[config.mk]
export PLATFORM = sky130hd
export DESIGN_NAME = uart_periph
export DESIGN_NICKNAME = d
export VERILOG_FILES = /design/src/rtl/uart_periph_pkg.sv /design/src/rtl/uart_rx_core.sv /design/src/rtl/uart_periph.sv
export SDC_FILE = /design/constraint.sdc
export NUM_CORES = 1
export LEC_CHECK = 0
export ABC_AREA = 1
export BUFFER_PORTS_ARGS = -buffer_cell sky130_fd_sc_hd__clkbuf_2
export CORE_AREA = 2 2 89 91
export CTS_BUF_LIST = sky130_fd_sc_hd__clkbuf_4 sky130_fd_sc_hd__clkbuf_8 sky130_fd_sc_hd__clkbuf_16
export DETAILED_ROUTE_END_ITERATION = 10
export DIE_AREA = 0 0 91 93
export GPL_ROUTABILITY_DRIVEN = 1
export PLACE_DENSITY = 0.86
export SLEW_MARGIN = 25
export SYNTH_ARGS = -nofsm -noshare
export SYNTH_HDL_FRONTEND = slang
export SYNTH_SLANG_ARGS = --single-unit
[constraint.sdc]
create_clock -name clk -period 3.4 [get_ports clk]
set_input_delay 0.51 -clock clk [delete_from_list [all_inputs] [get_ports clk]]
set_output_delay 0.51 -clock clk [all_outputs]
set_load 0.01 [all_outputs]
[src/rtl/uart_periph_pkg.sv]
// Shared constants for the memory-mapped UART: register offsets, CON bit layout, FSM states.
package uart_periph_pkg;

  // Register offsets from the peripheral base address
  localparam logic [31:0] OFF_TXD = 32'h0000_0000;
  localparam logic [31:0] OFF_RXD = 32'h0000_0004;
  localparam logic [31:0] OFF_CON = 32'h0000_0008;

  // CON register bit positions
  localparam int unsigned CON_TX_IRQ_EN  = 0;
  localparam int unsigned CON_RX_IRQ_EN  = 1;
  localparam int unsigned CON_TX_DONE    = 2;
  localparam int unsigned CON_RX_VALID   = 3;
  localparam int unsigned CON_TX_BUSY    = 4;
  localparam int unsigned CON_RX_OVERRUN = 5;
  localparam int unsigned CON_FRAME_ERR  = 6;

  // Serial FSM states, shared by the TX and RX engines
  localparam logic [1:0] ST_IDLE  = 2'd0;
  localparam logic [1:0] ST_START = 2'd1;
  localparam logic [1:0] ST_DATA  = 2'd2;
  localparam logic [1:0] ST_STOP  = 2'd3;

endpackage

[src/rtl/uart_rx_core.sv]
// 8N1 receiver: 2-flop synchronizer plus mid-bit sampling FSM; emits one-cycle byte_ok / frame_bad pulses.
module uart_rx_core
  import uart_periph_pkg::*;
#(
  parameter int unsigned DIVISOR = 16
) (
  input  logic       clk,
  input  logic       reset,
  input  logic       rx_in,
  output logic [7:0] rx_byte,
  output logic       byte_ok,
  output logic       frame_bad
);

  localparam int unsigned CW = $clog2(DIVISOR);
  localparam logic [CW-1:0] CNT_LAST = CW'(DIVISOR - 1);
  localparam logic [CW-1:0] CNT_HALF = CW'(DIVISOR / 2 - 1);

  logic          sync1_q, sync1_d;
  logic          sync2_q, sync2_d;
  logic [1:0]    state_q, state_d;
  logic [CW-1:0] cnt_q, cnt_d;
  logic [2:0]    bit_q, bit_d;
  logic [7:0]    shift_q, shift_d;
  logic          byte_ok_q, byte_ok_d;
  logic          frame_bad_q, frame_bad_d;

  assign rx_byte   = shift_q;
  assign byte_ok   = byte_ok_q;
  assign frame_bad = frame_bad_q;

  // Next-state: synchronizer shift, start validation at half bit, then one sample per bit period
  always_comb begin
    sync1_d     = rx_in;
    sync2_d     = sync1_q;
    state_d     = state_q;
    cnt_d       = cnt_q;
    bit_d       = bit_q;
    shift_d     = shift_q;
    byte_ok_d   = 1'b0;
    frame_bad_d = 1'b0;
    case (state_q)
      ST_IDLE: begin
        if (!sync2_q) begin
          state_d = ST_START;
          cnt_d   = '0;
        end
      end
      ST_START: begin
        if (cnt_q == CNT_HALF) begin
          cnt_d   = '0;
          bit_d   = '0;
          // A line back high at mid start bit is a glitch, not a frame
          state_d = sync2_q ? ST_IDLE : ST_DATA;
        end else begin
          cnt_d = cnt_q + CW'(1);
        end
      end
      ST_DATA: begin
        if (cnt_q == CNT_LAST) begin
          cnt_d   = '0;
          shift_d = {sync2_q, shift_q[7:1]};
          if (bit_q == 3'd7) begin
            state_d = ST_STOP;
          end else begin
            bit_d = bit_q + 3'd1;
          end
        end else begin
          cnt_d = cnt_q + CW'(1);
        end
      end
      ST_STOP: begin
        if (cnt_q == CNT_LAST) begin
          cnt_d   = '0;
          state_d = ST_IDLE;
          if (sync2_q) begin
            byte_ok_d = 1'b1;
          end else begin
            frame_bad_d = 1'b1;
          end
        end else begin
          cnt_d = cnt_q + CW'(1);
        end
      end
      default: begin
        state_d = ST_IDLE;
        cnt_d   = '0;
      end
    endcase
  end

  // State registers with synchronous reset; synchronizer resets to line idle
  always_ff @(posedge clk) begin
    if (reset) begin
      sync1_q     <= 1'b1;
      sync2_q     <= 1'b1;
      state_q     <= ST_IDLE;
      cnt_q       <= '0;
      bit_q       <= '0;
      shift_q     <= '0;
      byte_ok_q   <= 1'b0;
      frame_bad_q <= 1'b0;
    end else begin
      sync1_q     <= sync1_d;
      sync2_q     <= sync2_d;
      state_q     <= state_d;
      cnt_q       <= cnt_d;
      bit_q       <= bit_d;
      shift_q     <= shift_d;
      byte_ok_q   <= byte_ok_d;
      frame_bad_q <= frame_bad_d;
    end
  end

endmodule

[src/rtl/uart_periph.sv]
// Memory-mapped 8N1 UART: TXD/RXD/CON registers, TX FSM, level interrupt, combinational read data.
module uart_periph
  import uart_periph_pkg::*;
#(
  parameter int unsigned CLK_HZ  = 100000000,
  parameter int unsigned BAUD    = 9600,
  parameter int unsigned DIVISOR = CLK_HZ / BAUD,
  parameter logic [31:0] BASE    = 32'h4000_0018
) (
  input  logic        clk,
  input  logic        reset,
  input  logic        rd,
  input  logic        wr,
  input  logic [31:0] addr,
  input  logic [31:0] wdata,
  output logic [31:0] rdata,
  input  logic        uart_rx,
  output logic        uart_tx,
  output logic        irqout
);

  localparam int unsigned CW = $clog2(DIVISOR);
  localparam logic [CW-1:0] CNT_LAST = CW'(DIVISOR - 1);
  localparam logic [31:0] ADDR_TXD = BASE + OFF_TXD;
  localparam logic [31:0] ADDR_RXD = BASE + OFF_RXD;
  localparam logic [31:0] ADDR_CON = BASE + OFF_CON;

  // Word-address decode; byte offset bits are don't-care
  logic hit_txd, hit_rxd, hit_con;
  logic wr_txd, wr_con, rd_rxd, rd_con;
  logic unused_bus;

  assign hit_txd    = (addr[31:2] == ADDR_TXD[31:2]);
  assign hit_rxd    = (addr[31:2] == ADDR_RXD[31:2]);
  assign hit_con    = (addr[31:2] == ADDR_CON[31:2]);
  assign wr_txd     = wr & hit_txd;
  assign wr_con     = wr & hit_con;
  assign rd_rxd     = rd & hit_rxd;
  assign rd_con     = rd & hit_con;
  assign unused_bus = ^{addr[1:0], wdata[31:8]};

  // TX engine state
  logic [1:0]    tx_state_q, tx_state_d;
  logic [CW-1:0] tx_cnt_q, tx_cnt_d;
  logic [2:0]    tx_bit_q, tx_bit_d;
  logic [7:0]    tx_shift_q, tx_shift_d;
  logic          tx_line_q, tx_line_d;
  logic          tx_done_set;
  logic          tx_busy;

  // Register file state
  logic       tx_irq_en_q, tx_irq_en_d;
  logic       rx_irq_en_q, rx_irq_en_d;
  logic       tx_done_q, tx_done_d;
  logic       rx_valid_q, rx_valid_d;
  logic       rx_overrun_q, rx_overrun_d;
  logic       frame_err_q, frame_err_d;
  logic [7:0] rx_data_q, rx_data_d;

  // Receiver outputs
  logic [7:0] rx_byte;
  logic       rx_byte_ok;
  logic       rx_frame_bad;

  logic [31:0] con_word;

  uart_rx_core #(
    .DIVISOR (DIVISOR)
  ) u_rx (
    .clk       (clk),
    .reset     (reset),
    .rx_in     (uart_rx),
    .rx_byte   (rx_byte),
    .byte_ok   (rx_byte_ok),
    .frame_bad (rx_frame_bad)
  );

  assign tx_busy = (tx_state_q != ST_IDLE);
  assign uart_tx = tx_line_q;
  assign irqout  = (tx_irq_en_q & tx_done_q) | (rx_irq_en_q & rx_valid_q);

  // TX next-state: each of START/DATA/STOP lasts DIVISOR clocks, line value is registered
  always_comb begin
    tx_state_d  = tx_state_q;
    tx_cnt_d    = tx_cnt_q;
    tx_bit_d    = tx_bit_q;
    tx_shift_d  = tx_shift_q;
    tx_line_d   = tx_line_q;
    tx_done_set = 1'b0;
    case (tx_state_q)
      ST_IDLE: begin
        tx_line_d = 1'b1;
        if (wr_txd) begin
          tx_shift_d = wdata[7:0];
          tx_cnt_d   = '0;
          tx_state_d = ST_START;
          tx_line_d  = 1'b0;
        end
      end
      ST_START: begin
        if (tx_cnt_q == CNT_LAST) begin
          tx_cnt_d   = '0;
          tx_bit_d   = '0;
          tx_state_d = ST_DATA;
          tx_line_d  = tx_shift_q[0];
        end else begin
          tx_cnt_d = tx_cnt_q + CW'(1);
        end
      end
      ST_DATA: begin
        if (tx_cnt_q == CNT_LAST) begin
          tx_cnt_d = '0;
          if (tx_bit_q == 3'd7) begin
            tx_state_d = ST_STOP;
            tx_line_d  = 1'b1;
          end else begin
            tx_bit_d   = tx_bit_q + 3'd1;
            tx_shift_d = {1'b0, tx_shift_q[7:1]};
            tx_line_d  = tx_shift_q[1];
          end
        end else begin
          tx_cnt_d = tx_cnt_q + CW'(1);
        end
      end
      ST_STOP: begin
        if (tx_cnt_q == CNT_LAST) begin
          tx_cnt_d    = '0;
          tx_state_d  = ST_IDLE;
          tx_line_d   = 1'b1;
          tx_done_set = 1'b1;
        end else begin
          tx_cnt_d = tx_cnt_q + CW'(1);
        end
      end
      default: begin
        tx_state_d = ST_IDLE;
        tx_cnt_d   = '0;
        tx_line_d  = 1'b1;
      end
    endcase
  end

  // Register file next-state: sticky flags where a set in the same cycle wins over a read-clear
  always_comb begin
    tx_irq_en_d  = tx_irq_en_q;
    rx_irq_en_d  = rx_irq_en_q;
    if (wr_con) begin
      tx_irq_en_d = wdata[0];
      rx_irq_en_d = wdata[1];
    end
    tx_done_d    = tx_done_set | (tx_done_q & ~rd_con);
    rx_valid_d   = rx_byte_ok | (rx_valid_q & ~rd_rxd);
    // An RXD read in the completion cycle consumes the old byte, so it is not an overrun
    rx_overrun_d = (rx_byte_ok & rx_valid_q & ~rd_rxd) | (rx_overrun_q & ~rd_con);
    frame_err_d  = rx_frame_bad | (frame_err_q & ~rd_con);
    rx_data_d    = rx_byte_ok ? rx_byte : rx_data_q;
  end

  // Combinational read mux for the single-cycle load path
  always_comb begin
    con_word                 = '0;
    con_word[CON_TX_IRQ_EN]  = tx_irq_en_q;
    con_word[CON_RX_IRQ_EN]  = rx_irq_en_q;
    con_word[CON_TX_DONE]    = tx_done_q;
    con_word[CON_RX_VALID]   = rx_valid_q;
    con_word[CON_TX_BUSY]    = tx_busy;
    con_word[CON_RX_OVERRUN] = rx_overrun_q;
    con_word[CON_FRAME_ERR]  = frame_err_q;
    rdata = '0;
    if (rd) begin
      if (hit_rxd) begin
        rdata = {24'b0, rx_data_q};
      end else if (hit_con) begin
        rdata = con_word;
      end
    end
  end

  // State registers; reset aborts any frame and returns the line high next cycle
  always_ff @(posedge clk) begin
    if (reset) begin
      tx_state_q   <= ST_IDLE;
      tx_cnt_q     <= '0;
      tx_bit_q     <= '0;
      tx_shift_q   <= '0;
      tx_line_q    <= 1'b1;
      tx_irq_en_q  <= 1'b0;
      rx_irq_en_q  <= 1'b0;
      tx_done_q    <= 1'b0;
      rx_valid_q   <= 1'b0;
      rx_overrun_q <= 1'b0;
      frame_err_q  <= 1'b0;
      rx_data_q    <= '0;
    end else begin
      tx_state_q   <= tx_state_d;
      tx_cnt_q     <= tx_cnt_d;
      tx_bit_q     <= tx_bit_d;
      tx_shift_q   <= tx_shift_d;
      tx_line_q    <= tx_line_d;
      tx_irq_en_q  <= tx_irq_en_d;
      rx_irq_en_q  <= rx_irq_en_d;
      tx_done_q    <= tx_done_d;
      rx_valid_q   <= rx_valid_d;
      rx_overrun_q <= rx_overrun_d;
      frame_err_q  <= frame_err_d;
      rx_data_q    <= rx_data_d;
    end
  end

endmodule

==> out/results.ini, run 1 <==
[drt]
ant_nets = 0
drt-met1-wl_mm = 3.995
detail_route.wl_per_cell_um = 11.79
average_vias_per_placed_instance = 5.190
length_of_routed_met3_wiring_um = 359
drt-total-wl_mm = 9.409
drt_first_iter_violations = 174
num_vias = 4142
drt_first_pass_iters = 5
met2_length_mm = 4.879
top_signal_layer_used = met4
remaining_drc_errors = 0

[power]
vdd_drop_max_uv = 221.6
p_leak_uw = 0.001963
power-per-cell-area_nw_per_um2 = 346.9

[global_route]
gr-total-overflow = 0
grt_antenna_before_repair = 0
global_route.usage.total_pct = 23.21
via_count_of_the_first_global_routing_pass = 3940
grt_first_pass_wirelength_mm = 16.35
grt_max_degree = 44

[worst_setup_path]
crit_path_max_fanout = 10
cpMaxStageDelayCell = o21ai_0
setup.worst_path.end = rdata[1]
setup.worst_path.end_class = output port
r2r_slack_ns = 0.96
regToRegEndpoint = tx_bit_q[2]$_SDFFE_PP0P_
r2r-start = tx_state_q[0]$_SDFFE_PP0P_
r2r.worst_path.cells = 9
cp-start-kind = input port
worst_ep_required_time_ns = 2.89
criticalPathCategory = in -> out
critPathLaunch = addr[15]
crit_arrival_ns = 2.00
cpPeakStageDelay_ns = 0.30
critical_path.cell_chain = clkbuf_2 > nor2_1 > nand2_1 > nor2_1 > inv_1 > nor2_4 > nand3_1 > o21ai_0 > clkbuf_2

[worst_hold_path]
path_category_of_the_worst_min_delay_check = in -> reg
worst_hold_startpoint = uart_rx

[timing]
max_freq_ghz = 0.3990
timing.clock.skew_ns = 0.01143
min_period_over_period_pct = 73.72
final.setup.tns_ns = 0
timing.final.crit_period_ns = 2.507
slew_violations = 0
grt_setup_unrepaired = false
final_setup_vio_count = 0
final-hold-violation-count = 0
worst_slew_pin_slew_ns = 0.5899
maxSlewHeadroom_pct = 60.68

[place]
final_wtd_congestion = 0.9270
hpwl_mm = 6.823
number_of_port_buffers = 52

[synth]
syn_inst = 645
async_set_or_reset_flop_fraction_in_the_synthesized_netlist_pct = 0
yosys.cell_types.count = 35
synth-seq-cells = 73
seq_total_area_yosys_pct = 34.38
synth.yosys.warnings = 0
mean_instance_size_in_the_synthesized_netlist_um2 = 6.590
netlist.top_cell.by_area = dfxtp_1
top_area_cell_type_share_of_the_netlist_area_pct = 34.38
synth_enable_flop_cells = 0
post_synth_main_area_contributors = dfxtp_1 (34%), nand2_1 (13%), nor2_1 (8.0%)
synth.cell_area_um2 = 4250
synth_ff_type = dfxtp_1

[cells_and_area]
finalNetCount = 771
final_cell_mix = nand2_1 (142), nor2_1 (91), dfxtp_1 (73)
final_util_pct = 61.69
insertedDiodeCount = 0
layout-drive-gt1-share_pct = 12.79
layout.filler_cells = 694
area_growth_syn_to_layout_pct = 9.243
mostFrequentLayoutCell = nand2_1

[clock_tree]
clock_latency_ns = 0.36
cts_inserted_buffers = 9
clock-sinks = 73
cts.clk_slew.worst_paths_ns = 0.09
clockBufferDepth = 2
ctsResizeCount = 0
cts_hold_buf = 0
cts_root_buf = clkbuf_8
clock_tree.htree_level_count = 3
post_cts.repair.setup_buffers = 0
tritoncts_clock_tree = yes

[run]
max_cap_violations = 0

[die]
floorplan.die.height_um = 93
ios = 103
die-area_um2 = 8463
floorplan.rows = 32
chipWidth_um = 91
initial_core_util_pct = 56.47
core_region_area_um2 = 7527

[outcome]
status = finished clean

registers in the layout, indices dropped and copies added, names as in the netlist, 2 cells and up, named ones only:
signal / cells
tx_cnt_q: 14
u_rx.cnt_q: 14
rx_data_q: 8
tx_shift_q: 8
u_rx.rx_byte: 8
tx_bit_q: 3
u_rx.bit_q: 3
tx_state_q: 2
critical path, delay by kind of cell:
kind	cells	cell delay (ns)
AND/OR/NAND/NOR	5	0.82
buffers and inverters	3	0.36
AO/OA/AOI/OAI	1	0.30
per-layer routing:
metal	vias to the layer above	track usage, %
li1	2115	-
met1	1908	25.41
met2	97	42.96
met3	22	5.721
met4	0	9.343
met5	-	0
report_power, final:
group	switching, uW	internal, uW	total, uW
Combinational	76.1	38.0	114
Sequential	8.40	864	872
Clock	354	271	625
Total	439	1170	1610
stage by stage:
step / cells / power, uW / cell area, um2 / hold WS (ns) / setup slack (ns)
floorplan: 668 / 979.2 / 4337 / 0.3895 / 1.273
global placement: 782 / 1000 / 4467 / 0.3909 / 0.9504
detailed placement: 782 / 1004 / 4467 / 0.3923 / 0.9321
CTS: 798 / 1619 / 4643 / 0.3205 / 0.9251
global route: 798 / 1679 / 4643 / 0.3183 / 0.6362
finish: 798 / 1611 / 4643 / 0.3236 / 0.8935
cells by family after synthesis:
group / Yosys count / share of synthesized area, %
AOI/OAI and AO/OA: 103 / 12.84
xor gates and xnor gates: 9 / 1.855
adders and majority gates: 11 / 3.238
buffers and inverters: 115 / 12.95
DFF: 73 / 34.38
muxes: 5 / 1.178
other: 1 / 0.08823
and+or+nand+nor: 328 / 33.47
cells in the mapped netlist, types with 9 or more instances:
cell      count
nand2_1     142
nor2_1       91
dfxtp_1      73
inv_1        69
nand3_1      58
a21oi_1      54
o21ai_0      39
buf_4        26
ha_1         11
clkbuf_1      9
nand4_1       9
xor2_1        9
final cells by class:
class                           count  area [um2]  area share [%]
Inverter                           72       270.3           5.821
Multi-Input combinational cell    480        2325           50.07
Sequential cell                    73        1461           31.47
Clock buffer                        9       123.9           2.668
Timing Repair Buffer               55       282.8           6.090
Clock inverter                      7       52.55           1.132
Tap cell                          102       127.6           2.749
how the worst min path moves through the flow:
stage                                    to  slack (ns)  cells after the start
floorplan           u_rx.sync2_q$_SDFF_PP1_        0.39                      1
global placement    u_rx.sync2_q$_SDFF_PP1_        0.39                      1
detailed placement  u_rx.sync2_q$_SDFF_PP1_        0.39                      1
CTS                 u_rx.sync1_q$_SDFF_PP1_        0.32                      2
global route        u_rx.sync1_q$_SDFF_PP1_        0.32                      2
finish              u_rx.sync1_q$_SDFF_PP1_        0.32                      2
Note: power is estimated with default switching activity, not from simulation.
==> run 2: changes to the inputs <==
Settings changed: ABC_AREA 1 to 0, CORE_AREA 2 2 89 91 to 2 2 95 97, DIE_AREA 0 0 91 93 to 0 0 97 99, PLACE_DENSITY 0.86 to 0.77.
Clock period 3.4 ns to 2.22 ns, I/O delays scaled along.
==> out/results.ini, run 2 <==
[power]
seqPwrFrac_pct = 46.7
power-per-cell-area_nw_per_um2 = 666.1
power.clock.fraction_pct = 32.0
power_switching_uw = 983.4
p_leak_uw = 0.001671
pwr-share-comb_pct = 21.3
internal_power_uw = 2052
power.switching_fraction_pct = 32.40
vdd_drop_max_uv = 449.1

[timing]
timing.final.crit_period_ns = 2.093
final-hold-violation-count = 0
final.setup.tns_ns = 0
max_freq_ghz = 0.4777
grt_setup_unrepaired = false
worst_slew_pin_slew_ns = 0.6840
timing.clock.skew_ns = 0.008556
min_period_over_period_pct = 94.30
slew_violations = 0
hold_slack_ns = 0.1717
post_layout_worst_setup_margin_ns = 0.1265
final_setup_vio_count = 0
maxSlewHeadroom_pct = 53.98

[drt]
average_vias_per_placed_instance = 5.592
num_vias = 3478
remaining_drc_errors = 0
ant_nets = 0
drt_first_pass_iters = 5
drt-total-wl_mm = 8.329
drt_first_iter_violations = 180
detail_route.wl_per_cell_um = 13.39

[synth]
mean_instance_size_in_the_synthesized_netlist_um2 = 8.797
synth.yosys.warnings = 0
synthMostInstantiatedCell = dfxtp_1
post_synth_main_area_contributors = dfxtp_1 (36%), mux2i_1 (5.5%), buf_4 (4.7%)
synth_ff_type = dfxtp_1
syn_inst = 458
synth-seq-cells = 73
synth.cell_area_um2 = 4029
synth_enable_flop_cells = 0
netlist.top_cell.by_area = dfxtp_1
synth_common_cells = dfxtp_1 (73), nand2_1 (42), a21oi_1 (36), buf_4 (25), nor2_1 (25)
top_area_cell_type_share_of_the_netlist_area_pct = 36.27
async_set_or_reset_flop_fraction_in_the_synthesized_netlist_pct = 0
yosys.cell_types.count = 63
seq_total_area_yosys_pct = 36.27

[clock_tree]
tritoncts_clock_tree = yes
cts.clk_slew.worst_paths_ns = 0.08
cts_inserted_buffers = 9
clock_latency_ns = 0.34
cts_root_buf = clkbuf_8
clockBufferDepth = 2
clock-sinks = 73
post_cts.repair.setup_buffers = 0
clock_tree.htree_level_count = 3

[worst_setup_path]
r2r_slack_ns = 0.22
timing.critical_path.mode_cell = clkbuf_2
cpMaxStageDelayCell = nor4_4
r2r.worst_path.cells = 7
setup.worst_path.end = rdata[6]
critical_path.cell_chain = clkbuf_2 > nor4_4 > nand4_4 > nor4b_2 > buf_4 > a22o_1 > clkbuf_2
crit_path_max_fanout = 10
regToRegEndpoint = u_rx.rx_byte[3]$_SDFFE_PP0P_
critPathLaunch = addr[13]
cpPeakStageDelay_ns = 0.33
worst_ep_required_time_ns = 1.89
r2r-start = u_rx.cnt_q[1]$_SDFFE_PP0N_
cp-start-kind = input port
criticalPathCategory = in -> out
setup.worst_path.end_class = output port
crit_arrival_ns = 1.76

[place]
final_wtd_congestion = 0.8664
dpl-instance-area_um2 = 4342
number_of_port_buffers = 52
hpwl_mm = 6.217
placement.setup.worst_slack_ns = 0.07008
dp.cells = 606

[worst_hold_path]
path_category_of_the_worst_min_delay_check = in -> reg

[global_route]
grt_antenna_before_repair = 0
gr-total-overflow = 0
grt_max_degree = 38
grt_first_pass_wirelength_mm = 14.21
global_route.usage.total_pct = 17.43
via_count_of_the_first_global_routing_pass = 3195

[die]
floorplan.rows = 34
chipWidth_um = 97
floorplan.die.height_um = 99
initial_core_util_pct = 47.12
die-area_um2 = 9603
ios = 103
core_region_area_um2 = 8551

[cells_and_area]
finalNetCount = 589
post_layout_nonfiller_instances = 622
postLayoutCellArea_um2 = 4557
insertedDiodeCount = 0
area_growth_syn_to_layout_pct = 13.11
largest_registers = tx_cnt_q: 14 flops, u_rx.cnt_q: 14 flops
layout-drive-gt1-share_pct = 20.62
mostFrequentLayoutCell = dfxtp_1
final_cell_mix = dfxtp_1 (73), clkbuf_2 (52), nand2_1 (42)

[outcome]
status = finished clean

[run]
max_cap_violations = 0

[run 2: worst min-delay path by stage]
stage	from	to	slack, ns	depth (start not counted)
floorplan	u_rx.sync1_q$_SDFF_PP1_	u_rx.sync2_q$_SDFF_PP1_	0.39	1
global placement	u_rx.frame_bad$_SDFF_PP0_	frame_err_q$_SDFF_PP0_	0.42	2
detailed placement	u_rx.frame_bad$_SDFF_PP0_	frame_err_q$_SDFF_PP0_	0.43	2
CTS	uart_rx	u_rx.sync1_q$_SDFF_PP1_	0.16	2
global route	uart_rx	u_rx.sync1_q$_SDFF_PP1_	0.16	2
finish	uart_rx	u_rx.sync1_q$_SDFF_PP1_	0.17	2
[run 2: power groups by stage]
| stage | Sequential (uW) | Clock (uW) | Combinational [uW] |
|---|---|---|---|
| 3_5_place_dp | 1450 | 0 | 641 |
| 6_report | 1420 | 972 | 647 |
| 5_1_grt | 1420 | 1060 | 714 |
| 4_1_cts | 1420 | 1000 | 644 |
| 3_3_place_gp | 1440 | 0 | 614 |
| 2_1_floorplan | 1440 | 0 | 474 |
[run 2: metal layers]
| layer | share of wire [%] | GRT usage, % | routed length, um | up-vias |
|---|---|---|---|---|
| met5 | 0 | 0 | 0 | - |
| met4 | 1.3 | 5.634 | 107 | 0 |
| met3 | 5.6 | 4.043 | 470 | 8 |
| met2 | 46 | 28.79 | 3817 | 110 |
| met1 | 47 | 22.65 | 3932 | 1605 |
| li1 | - | - | - | 1755 |
[run 2: logic make-up after synthesis]
family | count (synthesis) | synth area share (%)
XOR/XNOR | 1 | 0.2174
flip-flops | 73 | 36.27
AND/OR/NAND/NOR | 167 | 25.93
other | 1 | 0.09308
multiplexers | 23 | 5.745
adder cells (fa/ha/maj) | 11 | 3.416
AO/OA/AOI/OAI | 115 | 19.53
buffers and inverters | 67 | 8.789
[run 2: what timing repair did]
action,in CTS,in global routing
endpoints found under the hold margin,0,0
gates resized for setup,0,5
setup endpoints to repair,0,10
hold buffers,0,0
[run 2: through the flow]
| step | total power [uW] | utilization [%] |
|---|---|---|
| 2_1_floorplan | 1909 | - |
| 3_3_place_gp | 2058 | 50.78 |
| 3_5_place_dp | 2089 | 50.78 |
| 4_1_cts | 3063 | 52.94 |
| 5_1_grt | 3195 | 53.29 |
| 6_report | 3035 | 53.29 |
[run 2: cell type report]
type                       count  area, um2
fill                         808       3994
multi-input combinational    341       2330
sequential                    73       1461
timing repair buffer          66      377.9
tap                          108      135.1
clock buffer                   9      123.9
inverter                      18      67.56
clock inverter                 7      61.31
[run 2: worst max-delay path: cells and delay by family]
family,cells,cell delay (ns)
simple gates,3,0.84
buf+inv,3,0.45
compound gates,1,0.14
==> run 3: changes to the inputs <==
Settings changed: CORE_AREA 2 2 95 97 to 2 2 93 95, CTS_BUF_LIST sky130_fd_sc_hd__clkbuf_4 sky130_fd_sc_hd__clkbuf_8 sky130_fd_sc_hd__clkbuf_16 to sky130_fd_sc_hd__clkbuf_4, DIE_AREA 0 0 97 99 to 0 0 95 97, GPL_TIMING_DRIVEN from default to 0, PLACE_DENSITY 0.77 to 0.8.
==> out/results.ini, run 3 (synthesis results as in run 2) <==
[drt]
drt_first_pass_iters = 5
average_vias_per_placed_instance = 5.632
detail_route.wl_per_cell_um = 14.31
remaining_drc_errors = 0
drt-total-wl_mm = 9.419
num_vias = 3706
drt_first_iter_violations = 252
ant_nets = 0

[global_route]
grt_antenna_before_repair = 0
grt_max_degree = 16
via_count_of_the_first_global_routing_pass = 3315
gr-total-overflow = 0
global_route.usage.total_pct = 20.58
grt_first_pass_wirelength_mm = 15.42

[worst_setup_path]
r2r-start = u_rx.cnt_q[0]$_SDFFE_PP0N_
criticalPathCategory = in -> out
worst_ep_required_time_ns = 1.89
r2r.worst_path.cells = 7
setup.worst_path.end_class = output port
cp-start-kind = input port
crit_arrival_ns = 1.80
r2r_slack_ns = 0.12
regToRegEndpoint = u_rx.rx_byte[2]$_SDFFE_PP0P_
crit_path_max_fanout = 10

[timing]
maxSlewHeadroom_pct = 46.24
final_setup_vio_count = 0
timing.clock.skew_ns = 0.01990
worst_slew_pin_slew_ns = 0.7991
max_freq_ghz = 0.4684
post_layout_worst_setup_margin_ns = 0.08512
timing.final.crit_period_ns = 2.135
final-hold-violation-count = 0
slew_violations = 0
min_period_over_period_pct = 96.17

[outcome]
status = finished clean

[place]
number_of_port_buffers = 51
hpwl_mm = 6.820
final_wtd_congestion = 0.8953
placement.setup.worst_slack_ns = -0.1885
dpl-instance-area_um2 = 4502

[power]
p_leak_uw = 0.001808
power_switching_uw = 1023
total_power_uw = 2917
vdd_drop_max_uv = 320.3
power.clock.fraction_pct = 27.0
internal_power_uw = 1895
pwr-share-comb_pct = 24.5
power-per-cell-area_nw_per_um2 = 614.8
power.switching_fraction_pct = 35.06
seqPwrFrac_pct = 48.6

[worst_hold_path]
path_category_of_the_worst_min_delay_check = in -> reg
hold_path_endpoint = u_rx.sync1_q$_SDFF_PP1_
worst_hold_startpoint = uart_rx
holdPathStages = 2

[die]
ios = 103
floorplan.die.height_um = 97
core_region_area_um2 = 8134
die-area_um2 = 9215
chipWidth_um = 95
initial_core_util_pct = 49.53
floorplan.rows = 33

[clock_tree]
cts_inserted_buffers = 9
clockBufferDepth = 2
clock_latency_ns = 0.44
cts_root_buf = clkbuf_4
cts.clk_slew.worst_paths_ns = 0.15
clock-sinks = 73
cts_hold_buf = 0
tritoncts_clock_tree = yes
clock_tree.htree_level_count = 3

[cells_and_area]
layout.filler_cells = 710
finalNetCount = 628
largest_registers = tx_cnt_q: 14 flops, u_rx.cnt_q: 14 flops
final_util_pct = 58.33
mostFrequentLayoutCell = dfxtp_1
final_cell_mix = dfxtp_1 (73), clkbuf_2 (53), nand2_1 (42)
insertedDiodeCount = 0
area_growth_syn_to_layout_pct = 17.76
postLayoutCellArea_um2 = 4745
layout-drive-gt1-share_pct = 24.05

[run]
max_cap_violations = 0

[run 3: power groups by stage]
stage | Clock [uW] | Combinational [uW] | Sequential [uW]
2_1_floorplan | 0 | 474 | 1440
3_3_place_gp | 0 | 644 | 1440
3_5_place_dp | 0 | 660 | 1440
4_1_cts | 798 | 672 | 1420
5_1_grt | 870 | 776 | 1430
6_report | 787 | 714 | 1420
[run 3: per-layer routing]
| layer | up-vias | part of all wire, % | GRT usage, % |
|---|---|---|---|
| met2 | 147 | 47 | 32.73 |
| met3 | 16 | 6.1 | 4.517 |
| met4 | 0 | 1.6 | 7.246 |
| met1 | 1713 | 45 | 27.28 |
| li1 | 1830 | - | - |
| met5 | - | 0 | 0 |
[run 3: stage by stage]
stage	cells	setup TNS, ns	hold WS [ns]
after global placement	637	-1.168	0.3923
after CTS	653	0	0.04691
after global routing	658	-0.07925	0.04990
final	658	0	0.05776
after detailed placement	637	-1.235	0.3984
after floorplan	481	0	0.3895
[run 3: critical path, stage by stage]
cell and delay (ns):
clkbuf_2 0.10, nor4_4 0.37, nand4b_4 0.20, nor4b_4 0.31
buf_4 0.21, a22o_1 0.14, clkbuf_2 0.13
[run 3: how the worst max path moves through the flow]
stage                                          start                         end  slack (ns)  cells past startpoint
after floorplan                              addr[7]                    rdata[0]        0.23                      4
after global placement                       addr[7]                    rdata[6]       -0.17                      6
after detailed placement                    addr[24]                    rdata[6]       -0.19                      6
after CTS                   tx_cnt_q[0]$_SDFFE_PP0P_  tx_shift_q[6]$_SDFFE_PP0P_       0.009                      7
after global routing      u_rx.cnt_q[0]$_SDFFE_PP0N_  u_rx.bit_q[0]$_SDFFE_PP0P_       -0.06                      6
final                                       addr[31]                    rdata[6]        0.09                      7
[run 3: cell type report]
cell class,instances,area (um2),area share (%)
multi-input cells,341,2371,49.97
repair buffers,57,300.3,6.329
clock buffers,9,67.56,1.424
inverters,18,67.56,1.424
well taps,105,131.4,2.769
clock inverters,7,60.06,1.266
flip-flops and latches,73,1461,30.80
plain buffers,48,285.3,6.013
[run 3: repair_timing]
| action | 4_1_cts | 5_1_grt |
|---|---|---|
| setup buffers | 0 | 6 |
| pin swaps | 0 | 7 |
| resized for setup | 4 | 10 |
| setup endpoints to repair | 10 | 44 |
